===== config.mk =====
export PLATFORM = sky130hd
export DESIGN_NAME = alu_seq_core
export DESIGN_NICKNAME = d
export VERILOG_FILES = /design/src/rtl/alu_seq_pkg.sv /design/src/rtl/alu_seq_mul.sv /design/src/rtl/alu_seq_core.sv
export SDC_FILE = /design/constraint.sdc
export NUM_CORES = 1
export LEC_CHECK = 0
export ABC_CLOCK_PERIOD_IN_PS = 1400
export CAP_MARGIN = 20
export CORE_AREA = 2 2 102 94
export CTS_BUF_LIST = sky130_fd_sc_hd__clkbuf_8
export CTS_CLUSTER_SIZE = 10
export DETAILED_ROUTE_END_ITERATION = 6
export DIE_AREA = 0 0 104 96
export MAX_ROUTING_LAYER = met4
export PLACE_DENSITY = 0.57
export SLEW_MARGIN = 30
export SYNTH_ARGS = -nofsm -noshare
export SYNTH_HDL_FRONTEND = slang
export SYNTH_SLANG_ARGS = --single-unit

===== constraint.sdc =====
create_clock -name clk -period 1.4 [get_ports clk]
set_input_delay 0.21 -clock clk [delete_from_list [all_inputs] [get_ports clk]]
set_output_delay 0.21 -clock clk [all_outputs]
set_load 0.02 [all_outputs]

===== src/rtl/alu_seq_pkg.sv =====
// ============================================================================
// Module  : alu_seq_pkg
// Brief   : Opcodes, flag bit positions and FSM encoding for alu_seq_core.
// Revision: 1.0
// ============================================================================
`default_nettype none

package alu_seq_pkg;

  localparam logic [3:0] OP_ADD   = 4'd0;
  localparam logic [3:0] OP_SUB   = 4'd1;
  localparam logic [3:0] OP_NOT   = 4'd2;
  localparam logic [3:0] OP_SLL   = 4'd3;
  localparam logic [3:0] OP_SRL   = 4'd4;
  localparam logic [3:0] OP_AND   = 4'd5;
  localparam logic [3:0] OP_OR    = 4'd6;
  localparam logic [3:0] OP_XOR   = 4'd7;
  localparam logic [3:0] OP_SRA   = 4'd8;
  localparam logic [3:0] OP_SLT   = 4'd9;
  localparam logic [3:0] OP_SLTU  = 4'd10;
  localparam logic [3:0] OP_PASSB = 4'd11;
  localparam logic [3:0] OP_MUL   = 4'd12;

  localparam int FLG_Z = 3;
  localparam int FLG_N = 2;
  localparam int FLG_C = 1;
  localparam int FLG_V = 0;

  typedef enum logic [1:0] {
    ST_IDLE = 2'd0,
    ST_BUSY = 2'd1,
    ST_DONE = 2'd2
  } state_e;

endpackage

`default_nettype wire


===== src/rtl/alu_seq_mul.sv =====
// ============================================================================
// Module  : alu_seq_mul
// Brief   : Iterative shift-add multiplier, one partial product per cycle.
// Revision: 1.0
// ============================================================================
`default_nettype none

module alu_seq_mul #(
  parameter int WIDTH = 8
) (
  input  logic               clk,
  input  logic               rst_n,
  input  logic               start_i,
  input  logic [WIDTH-1:0]   a_i,
  input  logic [WIDTH-1:0]   b_i,
  output logic               done_o,
  output logic [2*WIDTH-1:0] product_o
);

  localparam int CNT_W = $clog2(WIDTH) + 1;
  localparam logic [CNT_W-1:0] LAST = CNT_W'(WIDTH - 1);

  logic                 busy_q,   busy_d;
  logic [CNT_W-1:0]     cnt_q,    cnt_d;
  logic [2*WIDTH-1:0]   acc_q,    acc_d;
  logic [2*WIDTH-1:0]   mcand_q,  mcand_d;
  logic [WIDTH-1:0]     mplier_q, mplier_d;
  logic [2*WIDTH-1:0]   w_acc_next;

  // Done and product are presented during the final iteration so the
  // caller can capture the full product on the same edge.
  assign w_acc_next = acc_q + (mplier_q[0] ? mcand_q : '0);
  assign done_o     = busy_q && (cnt_q == LAST);
  assign product_o  = w_acc_next;

  always_comb begin
    busy_d   = busy_q;
    cnt_d    = cnt_q;
    acc_d    = acc_q;
    mcand_d  = mcand_q;
    mplier_d = mplier_q;
    if (start_i) begin
      busy_d   = 1'b1;
      cnt_d    = '0;
      acc_d    = '0;
      mcand_d  = {{WIDTH{1'b0}}, a_i};
      mplier_d = b_i;
    end else if (busy_q) begin
      acc_d    = w_acc_next;
      mcand_d  = mcand_q << 1;
      mplier_d = mplier_q >> 1;
      cnt_d    = cnt_q + CNT_W'(1);
      if (done_o) begin
        busy_d = 1'b0;
      end
    end
  end

  always_ff @(posedge clk or negedge rst_n) begin
    if (!rst_n) begin
      busy_q   <= 1'b0;
      cnt_q    <= '0;
      acc_q    <= '0;
      mcand_q  <= '0;
      mplier_q <= '0;
    end else begin
      busy_q   <= busy_d;
      cnt_q    <= cnt_d;
      acc_q    <= acc_d;
      mcand_q  <= mcand_d;
      mplier_q <= mplier_d;
    end
  end

endmodule

`default_nettype wire


===== src/rtl/alu_seq_core.sv =====
// ============================================================================
// Module  : alu_seq_core
// Brief   : Registered valid/ready ALU with ZNCV flags; ALU_SEQ_MUL_EN adds MUL.
// Revision: 1.0
// ============================================================================
`default_nettype none

module alu_seq_core
  import alu_seq_pkg::*;
#(
  parameter int WIDTH = 8,
  parameter int OP_W  = 4
) (
  input  logic             clk,
  input  logic             rst_n,
  input  logic             in_valid,
  output logic             in_ready,
  input  logic [OP_W-1:0]  op,
  input  logic [WIDTH-1:0] a,
  input  logic [WIDTH-1:0] b,
  output logic             out_valid,
  input  logic             out_ready,
  output logic [WIDTH-1:0] result,
  output logic [3:0]       flags,
  output logic             illegal
);

  localparam logic [WIDTH-1:0] W_LIM = WIDTH[WIDTH-1:0];

  state_e           state_q,   state_d;
  logic [WIDTH-1:0] result_q,  result_d;
  logic [3:0]       flags_q,   flags_d;
  logic             illegal_q, illegal_d;

  logic [WIDTH:0]   w_add, w_sub, w_sll_x, w_srl_x, w_sra_x;
  logic [WIDTH-1:0] w_res;
  logic             w_c, w_v, w_ill, w_big, w_slt, w_sltu, w_op_mul;
  logic [3:0]       w_alu_flags;

  // Shifts run on a one-bit-extended operand so the last bit shifted out
  // lands in the extension bit.
  assign w_add   = {1'b0, a} + {1'b0, b};
  assign w_sub   = {1'b0, a} - {1'b0, b};
  assign w_sll_x = {1'b0, a} << b;
  assign w_srl_x = {a, 1'b0} >> b;
  assign w_sra_x = $unsigned($signed({a, 1'b0}) >>> b);
  assign w_big   = (b >= W_LIM);
  assign w_slt   = ($signed(a) < $signed(b));
  assign w_sltu  = (a < b);

  always_comb begin
    w_res = '0;
    w_c   = 1'b0;
    w_v   = 1'b0;
    w_ill = 1'b0;
    case (op)
      OP_ADD: begin
        w_res = w_add[WIDTH-1:0];
        w_c   = w_add[WIDTH];
        w_v   = (a[WIDTH-1] == b[WIDTH-1]) && (w_add[WIDTH-1] != a[WIDTH-1]);
      end
      OP_SUB: begin
        w_res = w_sub[WIDTH-1:0];
        w_c   = w_sub[WIDTH];
        w_v   = (a[WIDTH-1] != b[WIDTH-1]) && (w_sub[WIDTH-1] != a[WIDTH-1]);
      end
      OP_NOT:   w_res = ~a;
      OP_SLL: begin
        w_res = w_sll_x[WIDTH-1:0];
        w_c   = w_sll_x[WIDTH] && !w_big;
      end
      OP_SRL: begin
        w_res = w_srl_x[WIDTH:1];
        w_c   = w_srl_x[0] && !w_big;
      end
      OP_AND:   w_res = a & b;
      OP_OR:    w_res = a | b;
      OP_XOR:   w_res = a ^ b;
      OP_SRA: begin
        w_res = w_sra_x[WIDTH:1];
        w_c   = w_sra_x[0];
      end
      OP_SLT:   w_res = {{(WIDTH-1){1'b0}}, w_slt};
      OP_SLTU:  w_res = {{(WIDTH-1){1'b0}}, w_sltu};
      OP_PASSB: w_res = b;
      default:  w_ill = 1'b1;
    endcase
  end

  always_comb begin
    w_alu_flags = 4'b0000;
    if (!w_ill) begin
      w_alu_flags[FLG_Z] = (w_res == '0);
      w_alu_flags[FLG_N] = w_res[WIDTH-1];
      w_alu_flags[FLG_C] = w_c;
      w_alu_flags[FLG_V] = w_v;
    end
  end

`ifdef ALU_SEQ_MUL_EN
  logic               w_mul_start;
  logic               w_mul_done;
  logic [2*WIDTH-1:0] w_prod;

  assign w_op_mul    = (op == OP_MUL);
  assign w_mul_start = (state_q == ST_IDLE) && in_valid && w_op_mul;

  alu_seq_mul #(
    .WIDTH (WIDTH)
  ) u_mul (
    .clk       (clk),
    .rst_n     (rst_n),
    .start_i   (w_mul_start),
    .a_i       (a),
    .b_i       (b),
    .done_o    (w_mul_done),
    .product_o (w_prod)
  );
`else
  assign w_op_mul = 1'b0;
`endif

  always_comb begin
    state_d   = state_q;
    result_d  = result_q;
    flags_d   = flags_q;
    illegal_d = illegal_q;
    case (state_q)
      ST_IDLE: begin
        if (in_valid) begin
          if (w_op_mul) begin
            state_d = ST_BUSY;
          end else begin
            result_d  = w_res;
            flags_d   = w_alu_flags;
            illegal_d = w_ill;
            state_d   = ST_DONE;
          end
        end
      end
`ifdef ALU_SEQ_MUL_EN
      ST_BUSY: begin
        if (w_mul_done) begin
          result_d         = w_prod[WIDTH-1:0];
          flags_d          = 4'b0000;
          flags_d[FLG_Z]   = (w_prod[WIDTH-1:0] == '0);
          flags_d[FLG_N]   = w_prod[WIDTH-1];
          flags_d[FLG_C]   = |w_prod[2*WIDTH-1:WIDTH];
          illegal_d        = 1'b0;
          state_d          = ST_DONE;
        end
      end
`endif
      ST_DONE: begin
        if (out_ready) begin
          state_d = ST_IDLE;
        end
      end
      default: state_d = ST_IDLE;
    endcase
  end

  always_ff @(posedge clk or negedge rst_n) begin
    if (!rst_n) begin
      state_q   <= ST_IDLE;
      result_q  <= '0;
      flags_q   <= 4'b0000;
      illegal_q <= 1'b0;
    end else begin
      state_q   <= state_d;
      result_q  <= result_d;
      flags_q   <= flags_d;
      illegal_q <= illegal_d;
    end
  end

  assign in_ready  = (state_q == ST_IDLE);
  assign out_valid = (state_q == ST_DONE);
  assign result    = result_q;
  assign flags     = flags_q;
  assign illegal   = illegal_q;

endmodule

`default_nettype wire

==> impl_metrics.prom, run 1 <==
# TYPE chip_impl_metric gauge
chip_impl_metric{name="floorplan.rows",unit=""} 33
chip_impl_metric{name="hold-worst-slack",unit="ns"} 0.265
chip_impl_metric{name="antenna_cells",unit=""} 0
chip_impl_metric{name="gp_congestion",unit=""} 1.03
chip_impl_metric{name="synthesis.instances",unit=""} 401
chip_impl_info{name="cts_tree",value="built"} 1
chip_impl_info{name="cts.root.buffer_cell",value="sky130_fd_sc_hd__clkbuf_8"} 1
chip_impl_metric{name="critPathRequiredTime",unit="ns"} 1.59
chip_impl_metric{name="die_h",unit="um"} 96
chip_impl_metric{name="globalRouteMet1Util",unit=""} 0.358
chip_impl_metric{name="area.growth.synth_to_final",unit="%"} 76.9
chip_impl_metric{name="die_w",unit="um"} 104
chip_impl_metric{name="total_die_area",unit="um^2"} 9980
chip_impl_metric{name="via_count_of_the_first_global_routing_pass",unit=""} 3997
chip_impl_metric{name="slew_viol_final",unit=""} 0
chip_impl_info{name="start_kind",value="input port"} 1
chip_impl_metric{name="totalNegativeSetupSlack",unit="ns"} -7.98
chip_impl_metric{name="netlist_area",unit="um^2"} 3040
chip_impl_metric{name="clock.fmax",unit="MHz"} 437
chip_impl_metric{name="clock_network_latency_to_the_later_pin_of_the_worst_skew_pair",unit="ns"} 0.25
chip_impl_metric{name="power_leakage",unit="nW"} 2.35
chip_impl_metric{name="detail_route.wirelength",unit="um"} 13800
chip_impl_metric{name="grt_pass1_wl",unit="um"} 21600
chip_impl_metric{name="detail_route.iter0.violations",unit=""} 267
chip_impl_metric{name="htree_levels",unit=""} 1
chip_impl_metric{name="critPathArrivalTime",unit="ns"} 2.47
chip_impl_metric{name="maxSlewHeadroom",unit=""} 0.704
chip_impl_metric{name="layout-drive-gt1-share",unit=""} 0.518
chip_impl_metric{name="postSynthAreaPerCell",unit="um^2"} 7.57
chip_impl_info{name="hold_path_class",value="in2async"} 1
chip_impl_metric{name="final_min_period_over_clock_period",unit=""} 1.63
chip_impl_metric{name="grt_util_met2",unit=""} 0.476
chip_impl_metric{name="timing.final.crit_period",unit="ns"} 2.29
chip_impl_metric{name="setup_viol_count_final",unit=""} 12
chip_impl_metric{name="synth_fp_nets",unit=""} 451
chip_impl_info{name="post_synth_main_area_contributors",value="sky130_fd_sc_hd__dfrtp_1, sky130_fd_sc_hd__ha_1, sky130_fd_sc_hd__mux4_2"} 1
chip_impl_metric{name="ys_seq_area_frac",unit=""} 0.115
chip_impl_metric{name="ir_worst_vdd",unit="mV"} 0.344
chip_impl_metric{name="vias_per_cell",unit=""} 5.75
chip_impl_metric{name="core_outline_area",unit="um^2"} 8920
chip_impl_metric{name="clock_skew",unit="ns"} 0.00388
chip_impl_metric{name="cts_sinks",unit=""} 14
chip_impl_metric{name="vias",unit=""} 4051
chip_impl_metric{name="path_clk_slew",unit="ns"} 0.06
chip_impl_metric{name="synth_edf_count",unit=""} 0
chip_impl_metric{name="reg2reg_depth",unit=""} 6
chip_impl_info{name="yosys_most_used_dff",value="sky130_fd_sc_hd__dfrtp_1"} 1
chip_impl_metric{name="synthDistinctLibCells",unit=""} 71
chip_impl_metric{name="drt_pass1_iterations",unit=""} 6
chip_impl_metric{name="drc",unit=""} 0
chip_impl_info{name="violations_in_the_final_reports",value="setup timing"} 1
chip_impl_metric{name="finalHoldViolCount",unit=""} 0
chip_impl_metric{name="largest_fanout_on_the_critical_path",unit=""} 4
chip_impl_metric{name="io_pins",unit=""} 39
chip_impl_metric{name="pwr_cell_area",unit="nW/um^2"} 532
chip_impl_metric{name="wl_per_cell",unit="um"} 19.5
chip_impl_info{name="run_status",value="finished with violations"} 1
chip_impl_metric{name="largest_net_degree_at_the_start_of_global_routing",unit=""} 25
chip_impl_metric{name="worst_case_setup_margin_in_the_final_layout",unit="ns"} -0.886
chip_impl_metric{name="ys_seq_elements",unit=""} 14
chip_impl_metric{name="cts_max_path_buffers",unit=""} 2
chip_impl_info{name="end_kind",value="flop"} 1
chip_impl_metric{name="drv_cap",unit=""} 0
chip_impl_metric{name="share_of_the_synthesized_area_in_the_top_cell_type",unit=""} 0.115
chip_impl_metric{name="initial_utilization",unit=""} 0.340
chip_impl_metric{name="postRouteAntennaNets",unit=""} 0
chip_impl_info{name="gr-max-usage-layer",value="met2"} 1
chip_impl_metric{name="final_net_count",unit=""} 634
chip_impl_metric{name="antenna_found_initial",unit=""} 0
chip_impl_metric{name="synth.yosys.warnings",unit=""} 0
chip_impl_metric{name="dp.final_hpwl",unit="um"} 10700
chip_impl_info{name="synth_area_leader_cell",value="sky130_fd_sc_hd__dfrtp_1"} 1
chip_impl_metric{name="numPortBuffers",unit=""} 38
chip_impl_metric{name="cts_hold_repair.buffers",unit=""} 0
chip_impl_metric{name="fillerInstances",unit=""} 817
chip_impl_metric{name="gr-usage-all-layers",unit=""} 0.282
chip_impl_info{name="post-synth-top-count-cell",value="sky130_fd_sc_hd__nand2_1"} 1
chip_impl_info{name="grt_setup_unrepaired",value="yes"} 1
chip_impl_metric{name="grt.overflow.total",unit=""} 0
chip_impl_info{name="worst-setup-path-type",value="in2reg"} 1
chip_impl_metric{name="timing_worst_slew_pin_value",unit="ns"} 0.440
chip_impl_metric{name="async_flop_share",unit=""} 1.00
chip_impl_info{name="synth_commonest_cells",value="sky130_fd_sc_hd__nand2_1, sky130_fd_sc_hd__a21oi_1, sky130_fd_sc_hd__nor2_1"} 1
chip_impl_metric{name="numCtsBuffers",unit=""} 3
chip_impl_metric{name="use_met3",unit=""} 0.0501
==> registers in the layout, summed over array words and instances, names as in the netlist <==
signal,cells
result,8
flags,4
illegal,1
state_q,1
==> cell type report <==
cell class	instances	area, um^2	share of cell area
clock buffers	4	55.1	0.0102
inverters	22	111	0.0207
multi-input cells	335	3000	0.559
flip-flops and latches	14	350	0.0652
well taps	122	153	0.0284
repair buffers	208	1700	0.316
==> critical path: stages <==
cell and delay [ns]:
sky130_fd_sc_hd__buf_8 0.10, sky130_fd_sc_hd__buf_6 0.12, sky130_fd_sc_hd__ha_4 0.16, sky130_fd_sc_hd__fa_2 0.38, sky130_fd_sc_hd__o21bai_4 0.14, sky130_fd_sc_hd__a21oi_2 0.08, sky130_fd_sc_hd__o31a_1 0.27, sky130_fd_sc_hd__buf_4 0.15
sky130_fd_sc_hd__a221o_2 0.40, sky130_fd_sc_hd__a211oi_4 0.26, sky130_fd_sc_hd__a32o_1 0.20
==> logic make-up (layout without fill, tap and decap cells) <==
family	count (synthesis)	count (layout)	share of synthesized area
AOI/OAI and AO/OA	128	128	0.291
xor gates and xnor gates	4	4	0.0115
adders and majority gates	26	26	0.112
buffers and inverters	52	234	0.0997
DFF	14	14	0.115
muxes	26	26	0.117
and+or+nand+nor	151	151	0.253
==> repair_timing <==
| item | 4_1_cts | 5_1_grt |
|---|---|---|
| resized for setup | 190 | 32 |
| setup endpoints to repair | 26 | 13 |
| buffers inserted | 21 | 2 |
| pin swaps | 54 | 26 |
==> layout by cell type (no fill, tap or decap), drive strengths merged, types with 4 or more instances in the layout <==
master,instances
buf,183
nand2,40
a21oi,29
nor2,28
ha,24
o21ai,21
dlygate4sd2,20
inv,20
nor3,17
nand3,15
dfrtp,14
mux2i,13
nor2b,9
o22ai,7
mux4,7
o211ai,7
nand2b,7
a31oi,6
a32oi,6
mux2,6
or3,6
or4,5
o31ai,5
a211oi,5
clkbuf,4
and3,4
nor3b,4
xnor2,4
nor4,4
==> metal layers <==
metal  up-vias  wire length, um
li1       1887                -
met1      1960             5970
met2       180             6500
met3        24             1000
met4         0              291
met5         -                0
==> report_power, final <==
group	switching [mW]	internal, mW	total, mW
combinational	0.991	0.946	1.94
clock	0.153	0.249	0.403
sequential	0.0384	0.478	0.516
==> path summary, 6_finish.rpt <==
check | to | slack [ns] | start
setup / recovery | flags[3] | -0.89 | b[0]
hold / removal | state_q[1] | 0.27 | rst_n
setup reg to reg | flags[3] | 0.06 | state_q[1]
hold reg to reg | result[5] | 0.48 | result[5]
max in group asynchronous | result[2] | 0.96 | rst_n
min in group clk | result[5] | 0.48 | result[5]
==> metrics by stage <==
step,power (mW),area (um^2),worst slack (ns),instances,utilization
floorplan,1.36,3190,-1.01,401,-
global placement,2.18,4650,-1.67,686,0.521
detailed placement,2.19,4650,-1.70,686,0.521
CTS,2.76,5240,-0.913,706,0.587
global route,3.03,5370,-0.927,705,0.602
finish,2.86,5370,-0.886,705,0.602
No activity file was read; power rests on OpenSTA's default activity.
==> run 2, diff against run 1 <==
- TNS_END_PERCENT: default -> 30
==> run 2 against run 1 <==
- critical path depth did not move
- the run still ends with setup timing left
- via count fell by 2.7%
- register-to-register slack got worse by 0.04 ns
- sequential power barely moved
- worst hold slack improved by 0.0096 ns
- routed wire length fell by 4.9%
- first-iteration DRC count fell by 3.4%
- worst setup slack improved by 0.012 ns
- highest routed layer unchanged
- flip-flop and latch count did not move
- cell count fell by 1.3%
- core utilization fell by 2.2 points
- sequential share of layout area rose by 0.25 points
==> impl_metrics.prom, run 2 (synthesis results as in run 1) <==
# TYPE chip_impl_metric gauge
chip_impl_metric{name="largest_register_ff_count",unit=""} 8
chip_impl_metric{name="worst_case_setup_margin_in_the_final_layout",unit="ns"} -0.874
chip_impl_metric{name="critPathArrivalTime",unit="ns"} 2.40
chip_impl_metric{name="finalHoldViolCount",unit=""} 0
chip_impl_info{name="worst-setup-path-type",value="in2reg"} 1
chip_impl_metric{name="pre_cts_slack",unit="ns"} -1.70
chip_impl_metric{name="core_outline_area",unit="um^2"} 8920
chip_impl_metric{name="critPathRequiredTime",unit="ns"} 1.53
chip_impl_metric{name="layout-drive-gt1-share",unit=""} 0.481
chip_impl_metric{name="placed_cells",unit=""} 677
chip_impl_metric{name="ir_worst_vdd",unit="mV"} 0.311
chip_impl_metric{name="initial_utilization",unit=""} 0.340
chip_impl_metric{name="timing_worst_slew_pin_value",unit="ns"} 0.477
chip_impl_metric{name="numPortBuffers",unit=""} 38
chip_impl_info{name="cts.root.buffer_cell",value="sky130_fd_sc_hd__clkbuf_8"} 1
chip_impl_metric{name="vias_per_cell",unit=""} 5.66
chip_impl_metric{name="drc",unit=""} 0
chip_impl_metric{name="drt_pass1_iterations",unit=""} 5
chip_impl_metric{name="path_clk_slew",unit="ns"} 0.06
chip_impl_metric{name="final_min_period_over_clock_period",unit=""} 1.62
chip_impl_metric{name="timing.final.crit_period",unit="ns"} 2.27
chip_impl_metric{name="antenna_cells",unit=""} 0
chip_impl_metric{name="largest_fanout_on_the_critical_path",unit=""} 4
chip_impl_metric{name="clock_network_latency_to_the_later_pin_of_the_worst_skew_pair",unit="ns"} 0.24
chip_impl_info{name="end_kind",value="flop"} 1
chip_impl_metric{name="area.growth.synth_to_final",unit="%"} 70.3
chip_impl_info{name="violations_in_the_final_reports",value="setup timing"} 1
chip_impl_metric{name="detail_route.wirelength",unit="um"} 13100
chip_impl_metric{name="total_die_area",unit="um^2"} 9980
chip_impl_metric{name="via_count_of_the_first_global_routing_pass",unit=""} 3882
chip_impl_metric{name="wl_per_cell",unit="um"} 18.8
chip_impl_info{name="crit_path_start",value="a[1]"} 1
chip_impl_metric{name="detail_route.iter0.violations",unit=""} 258
chip_impl_metric{name="stdcell_count",unit=""} 696
chip_impl_metric{name="htree_levels",unit=""} 1
chip_impl_info{name="hold_path_class",value="in2async"} 1
chip_impl_metric{name="largest_net_degree_at_the_start_of_global_routing",unit=""} 25
chip_impl_metric{name="clock_skew",unit="ns"} 0.00173
chip_impl_metric{name="die_w",unit="um"} 104
chip_impl_metric{name="dp.final_hpwl",unit="um"} 10500
chip_impl_info{name="run_status",value="finished with violations"} 1
chip_impl_metric{name="grt.overflow.total",unit=""} 0
chip_impl_metric{name="setup_viol_count_final",unit=""} 12
chip_impl_metric{name="pwr_cell_area",unit="nW/um^2"} 523
chip_impl_metric{name="grt_pass1_wl",unit="um"} 20800
chip_impl_info{name="mostFrequentLayoutCells",value="sky130_fd_sc_hd__buf_4, sky130_fd_sc_hd__nand2_1, sky130_fd_sc_hd__nor2_1, sky130_fd_sc_hd__a21oi_1, sky130_fd_sc_hd__dlygate4sd2_1"} 1
chip_impl_metric{name="cts_max_path_buffers",unit=""} 2
chip_impl_metric{name="final_net_count",unit=""} 626
chip_impl_info{name="worstReg2RegStart",value="state_q[1]"} 1
chip_impl_metric{name="die_h",unit="um"} 96
chip_impl_metric{name="cts_sinks",unit=""} 14
chip_impl_metric{name="drv_cap",unit=""} 0
chip_impl_metric{name="slew_viol_final",unit=""} 0
chip_impl_info{name="final_common_cell",value="sky130_fd_sc_hd__buf_4"} 1
chip_impl_metric{name="antenna_found_initial",unit=""} 0
chip_impl_metric{name="power_leakage",unit="nW"} 2.30
chip_impl_metric{name="clock.fmax",unit="MHz"} 440
chip_impl_info{name="cts_tree",value="built"} 1
chip_impl_metric{name="maxSlewHeadroom",unit=""} 0.680
chip_impl_metric{name="gp_congestion",unit=""} 0.988
chip_impl_metric{name="floorplan.rows",unit=""} 33
chip_impl_metric{name="postRouteAntennaNets",unit=""} 0
chip_impl_metric{name="gr-usage-all-layers",unit=""} 0.270
chip_impl_metric{name="vias",unit=""} 3941
chip_impl_info{name="start_kind",value="input port"} 1
chip_impl_metric{name="numCtsBuffers",unit=""} 3
chip_impl_metric{name="io_pins",unit=""} 39
chip_impl_info{name="grt_setup_unrepaired",value="yes"} 1
[run 2: cell types whose count changed in the layout (fill, tap and decap cells not counted), sizes merged]
cell	change
clkdlybuf4s50	+1
dlygate4sd2	-1
dlymetal6s2s	+1
clkbuf	+2
buf	-12
[run 2: final timing paths]
check	end	slack (ns)	depth (start not counted)
worst max-delay path	result[0]	-0.87	11
worst min register to register	flags[2]	0.47	2
max in group asynchronous	result[7]	0.96	2
worst max register to register	flags[3]	0.02	6
worst min-delay path	flags[3]	0.27	2
min in group clk	flags[2]	0.47	2
[run 2: through the flow]
stage               TNS [ns]  hold WS, ns  power, mW   util  area [um^2]
floorplan              -8.35      -0.0856       1.34      -         3130
global placement      -17.77        0.460       2.13  0.507         4520
detailed placement    -18.02        0.463       2.14  0.507         4520
CTS                    -8.37        0.276       2.64  0.567         5060
global route           -8.97        0.294       2.87  0.580         5170
finish                 -8.12        0.275       2.70  0.580         5170
[run 2: critical path: stages]
cell	delay, ns
sky130_fd_sc_hd__buf_8	0.08
sky130_fd_sc_hd__inv_6	0.04
sky130_fd_sc_hd__buf_6	0.11
sky130_fd_sc_hd__fa_2	0.41
sky130_fd_sc_hd__o21bai_1	0.20
sky130_fd_sc_hd__a21oi_2	0.09
sky130_fd_sc_hd__o31a_1	0.29
sky130_fd_sc_hd__nor2_2	0.16
sky130_fd_sc_hd__o31ai_2	0.10
sky130_fd_sc_hd__or4_4	0.42
sky130_fd_sc_hd__mux2_4	0.28
[run 2: cell type report]
type	instances	area [um^2]
inverter	22	114
timing repair buffer	200	1640
fill	835	3750
clock buffer	3	41.3
tap	122	153
sequential	14	350
multi-input combinational	335	2880
[run 2: repair_timing]
action | CTS | global route
setup buffers | 17 | 2
gates resized for setup | 164 | 32
pin swaps | 44 | 23
setup endpoints to repair | 25 | 14
hold buffers | 0 | 0
[run 2: metal layers]
metal	global-route usage	routed length (um)
met5	-	0
met4	0.0653	248
met3	0.0217	829
met2	0.445	6020
met1	0.363	5990
[run 2: power by group]
| group | switching, mW | total [mW] | leakage [nW] | internal [mW] |
|---|---|---|---|---|
| logic | 0.949 | 1.86 | 2.10 | 0.912 |
| registers | 0.0356 | 0.514 | 0.183 | 0.478 |
| clock network | 0.140 | 0.330 | 0.0216 | 0.190 |
